File: src/rtl/pio_ctrl.sv
// pio_ctrl: loads a PIO block with program words and configuration entries,
// then arbitrates four push requesters round-robin onto the PIO command bus.
// Optional feature macro: PIO_CTRL_STALL_CNT_EN (enables the stall counter;
// when undefined stall_cnt is tied to zero).
module pio_ctrl #(
    parameter int PROG_LEN = 32,
    parameter int CONF_LEN = 5
) (
    input  logic         clk,
    input  logic         n_reset,
    input  logic         start,
    output logic [4:0]   prog_addr,
    input  logic [15:0]  prog_data,
    output logic [4:0]   conf_addr,
    input  logic [37:0]  conf_data,
    input  logic [3:0]   req,
    input  logic [127:0] req_data,
    output logic [3:0]   grant,
    input  logic [3:0]   tx_full,
    output logic [5:0]   action,
    output logic [4:0]   index,
    output logic [1:0]   mindex,
    output logic [31:0]  din,
    output logic         ready,
    output logic [7:0]   stall_cnt
);

    typedef enum logic [1:0] {IDLE, LOAD, CONF, RUN} state_t;

    localparam logic [5:0] ACT_NOP   = 6'd0;
    localparam logic [5:0] ACT_LOAD  = 6'd1;
    localparam logic [5:0] ACT_PUSH  = 6'd4;
    localparam logic [4:0] PROG_LAST = 5'(PROG_LEN - 1);
    localparam logic [4:0] CONF_LAST = 5'(CONF_LEN - 1);
    localparam bit         NO_CONF   = (CONF_LEN == 0);

    state_t        state_q;
    logic [4:0]    prog_addr_q;
    logic [4:0]    conf_addr_q;
    logic [5:0]    action_q;
    logic [4:0]    index_q;
    logic [1:0]    mindex_q;
    logic [31:0]   din_q;
    logic [3:0]    grant_q;
    logic          ready_q;
    logic [1:0]    rr_q;    // first machine examined by the next arbitration
    logic          gap_q;   // forces one quiet cycle after a push or after CONF

    logic [3:0]    elig;
    logic          win_valid;
    logic [1:0]    win_idx;
    logic [1:0]    cand;
    logic [31:0]   win_data;
    logic          start_ok;
    logic          load_now;

    // Round-robin pick among eligible machines, starting at rr_q.
    // NOTE: every signal assigned here gets a default first so no latch is inferred.
    always_comb begin
        elig      = req & ~tx_full;
        win_valid = 1'b0;
        win_idx   = 2'd0;
        cand      = 2'd0;
        for (int i = 0; i < 4; i++) begin
            cand = rr_q + 2'(i);
            if (!win_valid && elig[cand]) begin
                win_valid = 1'b1;
                win_idx   = cand;
            end
        end
        win_data = req_data[{win_idx, 5'd0} +: 32];
        start_ok = start && (state_q == IDLE || state_q == RUN);
        // A word is emitted on the start edge itself and on every LOAD edge.
        load_now = (state_q == LOAD) || start_ok;
    end

    // Sequencer: state, addresses and the registered PIO command bus.
    // NOTE: sequential state uses non-blocking assignments only, so every
    // register samples the pre-edge values regardless of statement order.
    always_ff @(posedge clk or negedge n_reset) begin
        if (!n_reset) begin
            state_q     <= IDLE;
            prog_addr_q <= 5'd0;
            conf_addr_q <= 5'd0;
            action_q    <= ACT_NOP;
            index_q     <= 5'd0;
            mindex_q    <= 2'd0;
            din_q       <= 32'd0;
            grant_q     <= 4'd0;
            ready_q     <= 1'b0;
            rr_q        <= 2'd0;
            gap_q       <= 1'b0;
        end else begin
            action_q <= ACT_NOP;
            index_q  <= 5'd0;
            mindex_q <= 2'd0;
            din_q    <= 32'd0;
            grant_q  <= 4'd0;

            if (load_now) begin
                action_q <= ACT_LOAD;
                index_q  <= prog_addr_q;
                din_q    <= {16'h0, prog_data};
                ready_q  <= 1'b0;
                gap_q    <= 1'b0;
                if (prog_addr_q == PROG_LAST) begin
                    prog_addr_q <= 5'd0;
                    if (NO_CONF) begin
                        state_q <= RUN;
                        gap_q   <= 1'b1;
                    end else begin
                        state_q <= CONF;
                    end
                end else begin
                    prog_addr_q <= prog_addr_q + 5'd1;
                    state_q     <= LOAD;
                end
            end else begin
                case (state_q)
                    CONF: begin
                        action_q <= {2'b00, conf_data[35:32]};
                        mindex_q <= conf_data[37:36];
                        din_q    <= conf_data[31:0];
                        if (conf_addr_q == CONF_LAST) begin
                            conf_addr_q <= 5'd0;
                            state_q     <= RUN;
                            gap_q       <= 1'b1;
                        end else begin
                            conf_addr_q <= conf_addr_q + 5'd1;
                        end
                    end
                    RUN: begin
                        if (gap_q) begin
                            gap_q <= 1'b0;
                        end else begin
                            ready_q <= 1'b1;
                            if (win_valid) begin
                                action_q <= ACT_PUSH;
                                mindex_q <= win_idx;
                                din_q    <= win_data;
                                grant_q  <= 4'b0001 << win_idx;
                                rr_q     <= win_idx + 2'd1;
                                gap_q    <= 1'b1;
                            end
                        end
                    end
                    default: ;
                endcase
            end
        end
    end

`ifdef PIO_CTRL_STALL_CNT_EN
    logic [7:0] stall_q;

    // Saturating count of RUN cycles where a requester is blocked by a full FIFO.
    always_ff @(posedge clk or negedge n_reset) begin
        if (!n_reset) begin
            stall_q <= 8'd0;
        end else if (start_ok) begin
            stall_q <= 8'd0;
        end else if (state_q == RUN && |(req & tx_full) && stall_q != 8'hFF) begin
            stall_q <= stall_q + 8'd1;
        end
    end

    assign stall_cnt = stall_q;
`else
    assign stall_cnt = 8'd0;
`endif

    assign prog_addr = prog_addr_q;
    assign conf_addr = conf_addr_q;
    assign action    = action_q;
    assign index     = index_q;
    assign mindex    = mindex_q;
    assign din       = din_q;
    assign grant     = grant_q;
    assign ready     = ready_q;

endmodule

File: config.mk
export PLATFORM = sky130hd
export DESIGN_NAME = pio_ctrl
export DESIGN_NICKNAME = d
export VERILOG_FILES = /design/src/rtl/pio_ctrl.sv
export SDC_FILE = /design/constraint.sdc
export NUM_CORES = 1
export LEC_CHECK = 0
export BUFFER_PORTS_ARGS = -buffer_cell sky130_fd_sc_hd__buf_2
export CAP_MARGIN = 10
export CORE_MARGIN = 5
export CORE_UTILIZATION = 37
export CTS_CLUSTER_DIAMETER = 50
export DETAILED_ROUTE_END_ITERATION = 8
export PLACE_DENSITY = 0.77
export SLEW_MARGIN = 20
export SYNTH_ARGS = -nofsm -noshare
export SYNTH_HDL_FRONTEND = slang
export SYNTH_SLANG_ARGS = --single-unit
File: constraint.sdc
create_clock -name clk -period 1.9 [get_ports clk]
set_input_delay 0.095 -clock clk [delete_from_list [all_inputs] [get_ports clk]]
set_output_delay 0.095 -clock clk [all_outputs]
set_load 0.02 [all_outputs]
==> Flow_metrics.wiki <==
{| class="wikitable"
! Metric !! Value
|-
| Run status || finished with violations
|-
| Violated checks || setup timing
|-
| Pin count of the biggest net entering global routing || 46
|-
| End point of the critical path || din[27]
|-
| DIE HEIGHT || 108 um
|-
| Avg WL per Cell || 17.6 um
|-
| TritonCTS clock tree || done
|-
| DR pass1 iterations || 4
|-
| Std cell rows || 36
|-
| Clock sink count || 63
|-
| Share of the core filled with cells || 60.1%
|-
| DIE AREA || 11,800 um^2
|-
| Cell breakdown of the critical path || or3b_1 > a32oi_2 > nand2_4 > buf_16 > mux2i_2 > o221ai_2
|-
| Signal arrival time at the worst endpoint || 2130 ps
|-
| Slew of the pin with the lowest slew margin || 682 ps
|-
| Number of antenna violations at the first check in global routing || 0
|-
| Crit path largest cell delay || 390 ps
|-
| Overflow left after global routing || 0
|-
| Count of boundary I/O pins || 261
|-
| Layout overhead on the synthesized area || 60.6%
|-
| Vias after detailed routing || 4,088
|-
| Maximum level of the CTS H-tree || 3
|-
| Part of the Yosys area used for sequential elements || 43.9%
|-
| Worst Path Required || 2100 ps
|-
| Fraction of layout instances using a drive strength above 1 || 46.7%
|-
| End of the worst register-to-register path || din[27]
|-
| Number of antenna-violating nets in the routed design || 0
|-
| Worst clock skew || 11.1 ps
|-
| Max-slew violation total from the final report || 0
|-
| Commonest cells after routing, fill and taps aside || 250 x sky130_fd_sc_hd__buf_2, 63 x sky130_fd_sc_hd__dfrtp_1, 45 x sky130_fd_sc_hd__mux2i_1
|-
| Pwr Density || 877 nW/um^2
|-
| Worst slew margin relative to its limit || 54.5%
|-
| DRC errors left || 0
|-
| Leading cell type in the layout, fill and taps excluded || sky130_fd_sc_hd__buf_2
|-
| Number of standard cells after synthesis || 355
|-
| Finish-stage setup viols || 6
|-
| Clock network latency to the later pin of the worst-skew pair || 330 ps
|-
| Crit share post-route || 101%
|-
| Final Hold Viols || 0
|-
| Number of cell instances on the worst register-to-register path || 6
|-
| Number of distinct library cells after synthesis || 37
|-
| Initial standard-cell utilization of the core || 37.4%
|-
| Die extent in x || 108 um
|-
| #FFs+latches synth || 63
|-
| Post-route setup slack || -28.1 ps
|-
| Class of the worst hold path || in -> reg
|-
| Core outline area || 9590 um^2
|-
| Type of element launching the critical path || flip-flop
|-
| Average cell area after synthesis || 10.1 um^2
|-
| Number of buffers added on ports || 250
|-
| Leakage power || 3.22 nW
|-
| Total routed wirelength || 13.9 mm
|-
| TritonCTS buffer count || 9
|-
| Iter 0 DRT Violations || 227
|-
| Clock root buffer master || sky130_fd_sc_hd__clkbuf_8
|-
| Netlist Area Pre-Place || 3590 um^2
|-
| Diode count || 0
|-
| Post-CTS clock slew at the launch and capture registers of the worst setup and hold paths || 70 ps
|-
| CTS Buffer Depth || 2
|-
| Library cell contributing the largest single delay on the critical path || sky130_fd_sc_hd__or3b_1
|-
| Net total in the final layout || 856
|-
| Via count of the first global-routing pass || 4,025
|-
| Minimum period implied by the final worst setup slack || 1930 ps
|-
| Crit end category || flip-flop
|-
| Max-cap violations || 0
|-
| Internal reg-to-reg setup slack || -30 ps
|-
| Largest fanout on the critical path || 23
|-
| Final HPWL from detailed placement || 9.89 mm
|-
| Maximum frequency from static timing analysis || 0.519 GHz
|-
| Worst reg2reg startpoint || rr_q[1]
|-
| Kind of critical path || reg -> reg
|-
| Final setup TNS || -73.1 ps
|-
| Number of vias per cell || 5.17
|-
| Worst setup startpoint || rr_q[1]
|-
| Overall Global Routing Usage || 21.7%
|-
| IR Drop Worst-Case VDD || 0.000661 V
|-
| Global-route wire length before repair || 19.5 mm
|-
| Placer congestion estimate || 0.805
|-
| Synth warnings || 0
|-
| Setup repair after global routing missed its margin || true
|}
==> cell families after synthesis <==
family / after synthesis / share of synthesized area, %
xor gates and xnor gates: 1 / 0.244
AOI/OAI and AO/OA: 92 / 18.0
adders and majority gates: 11 / 3.84
and+or+nand+nor: 93 / 13.3
other: 1 / 0.105
muxes: 50 / 14.0
DFF: 63 / 43.9
buffers and inverters: 44 / 6.59
==> area by class of cell <==
cell class	count	area, um^2
fill	818	3830
timing repair buffer	313	1920
multi-input combinational	257	1880
sequential	63	1580
tap	133	166
clock buffer	13	149
clock inverter	3	42.5
inverter	8	30.0
==> what timing repair did <==
action | CTS | global route
hold buffers | 36 | 2
pin swaps | 0 | 3
resized for setup | 2 | 19
endpoints found under the hold margin | 56 | 2
setup endpoints to repair | 12 | 33
cloned | 0 | 2
buffers inserted | 0 | 1
==> critical path, delay by kind of cell (launching register included) <==
| kind | cells | cell delay, ps |
|---|---|---|
| AND/OR/NAND/NOR | 2 | 530 |
| flip-flops | 1 | 380 |
| multiplexers | 1 | 230 |
| AO/OA/AOI/OAI | 2 | 440 |
| buffers and inverters | 1 | 200 |
==> registers in the layout, indices dropped and copies added, names as in the netlist <==
register / count
mindex: 2
index: 5
conf_addr: 5
din: 32
state_q: 2
ready: 1
grant: 4
rr_q: 2
action: 4
gap_q: 1
prog_addr: 5
==> worst min-delay path by stage <==
stage                              from         to  slack, ps  cells past startpoint
final                     conf_data[36]  mindex[0]         50                      3
after global routing      conf_data[36]  mindex[0]         60                      3
after CTS                 conf_data[34]  action[2]        0.5                      3
after detailed placement        n_reset   index[1]        100                      1
after global placement          n_reset   index[3]         90                      1
after floorplan                 n_reset  action[0]       -200                      0
==> routing by layer <==
| layer | part of all wire, % | wire, um | up-vias | global-route usage [%] |
|---|---|---|---|---|
| met2 | 51 | 7040 | 220 | 37.0 |
| li1 | - | - | 1904 | - |
| met5 | 0 | 0 | - | 0 |
| met1 | 37 | 5160 | 1929 | 24.6 |
| met3 | 9.9 | 1380 | 35 | 8.18 |
| met4 | 2.2 | 306 | 0 | 8.48 |
==> report_power, final <==
| group | internal, mW | switching, mW | leakage [nW] | total, mW |
|---|---|---|---|---|
| Combinational | 0.956 | 1.23 | 2.31 | 2.19 |
| Sequential | 1.57 | 0.144 | 0.815 | 1.71 |
| Clock | 0.642 | 0.510 | 0.0936 | 1.15 |
| Total | 3.17 | 1.89 | 3.22 | 5.05 |
==> through the flow <==
step / instance area (um^2) / hold slack [ps] / power (mW) / setup WS, ps / instances
global placement: 5050 / 91.9 / 3.70 / 23.5 / 733
floorplan: 3620 / -201 / 2.98 / 13.7 / 364
CTS: 5610 / 0.493 / 5.02 / 20.5 / 785
detailed placement: 5050 / 95.4 / 3.78 / -35.0 / 733
global route: 5760 / 55.8 / 5.39 / -109 / 790
finish: 5760 / 53.1 / 5.05 / -28.1 / 790
==> Yosys cell counts <==
master	number	area, um^2
sky130_fd_sc_hd__dfrtp_1	63	1580
sky130_fd_sc_hd__mux2i_1	49	490
sky130_fd_sc_hd__nand2_1	35	131
sky130_fd_sc_hd__o221ai_1	32	280
sky130_fd_sc_hd__and3_1	23	144
sky130_fd_sc_hd__a21oi_1	21	105
sky130_fd_sc_hd__clkbuf_1	18	67.6
sky130_fd_sc_hd__o22ai_1	17	106
sky130_fd_sc_hd__buf_4	12	90.1
sky130_fd_sc_hd__ha_1	11	138
sky130_fd_sc_hd__nor2_1	10	37.5
sky130_fd_sc_hd__and2_1	7	43.8
sky130_fd_sc_hd__inv_1	6	22.5
sky130_fd_sc_hd__nand2b_1	6	37.5
sky130_fd_sc_hd__o21ai_1	6	30.0
sky130_fd_sc_hd__a22oi_1	3	22.5
sky130_fd_sc_hd__buf_2	3	15.0
sky130_fd_sc_hd__buf_6	3	33.8
sky130_fd_sc_hd__nand4_1	3	18.8
sky130_fd_sc_hd__nor2b_1	3	18.8
sky130_fd_sc_hd__o21ai_0	3	15.0
sky130_fd_sc_hd__a21o_1	2	15.0
sky130_fd_sc_hd__a31oi_1	2	12.5
sky130_fd_sc_hd__inv_2	2	7.51
sky130_fd_sc_hd__nor3_1	2	10.0
sky130_fd_sc_hd__o21a_1	2	15.0
sky130_fd_sc_hd__a32oi_1	1	8.76
sky130_fd_sc_hd__a41oi_1	1	8.76
sky130_fd_sc_hd__a41oi_2	1	16.3
sky130_fd_sc_hd__and3b_1	1	8.76
sky130_fd_sc_hd__conb_1	1	3.75
sky130_fd_sc_hd__mux2_2	1	11.3
sky130_fd_sc_hd__nor3b_1	1	7.51
sky130_fd_sc_hd__nor4bb_1	1	10.0
sky130_fd_sc_hd__o32a_1	1	10.0
sky130_fd_sc_hd__or3b_1	1	8.76
sky130_fd_sc_hd__xnor2_1	1	8.76
(Power assumes the default switching activity.)
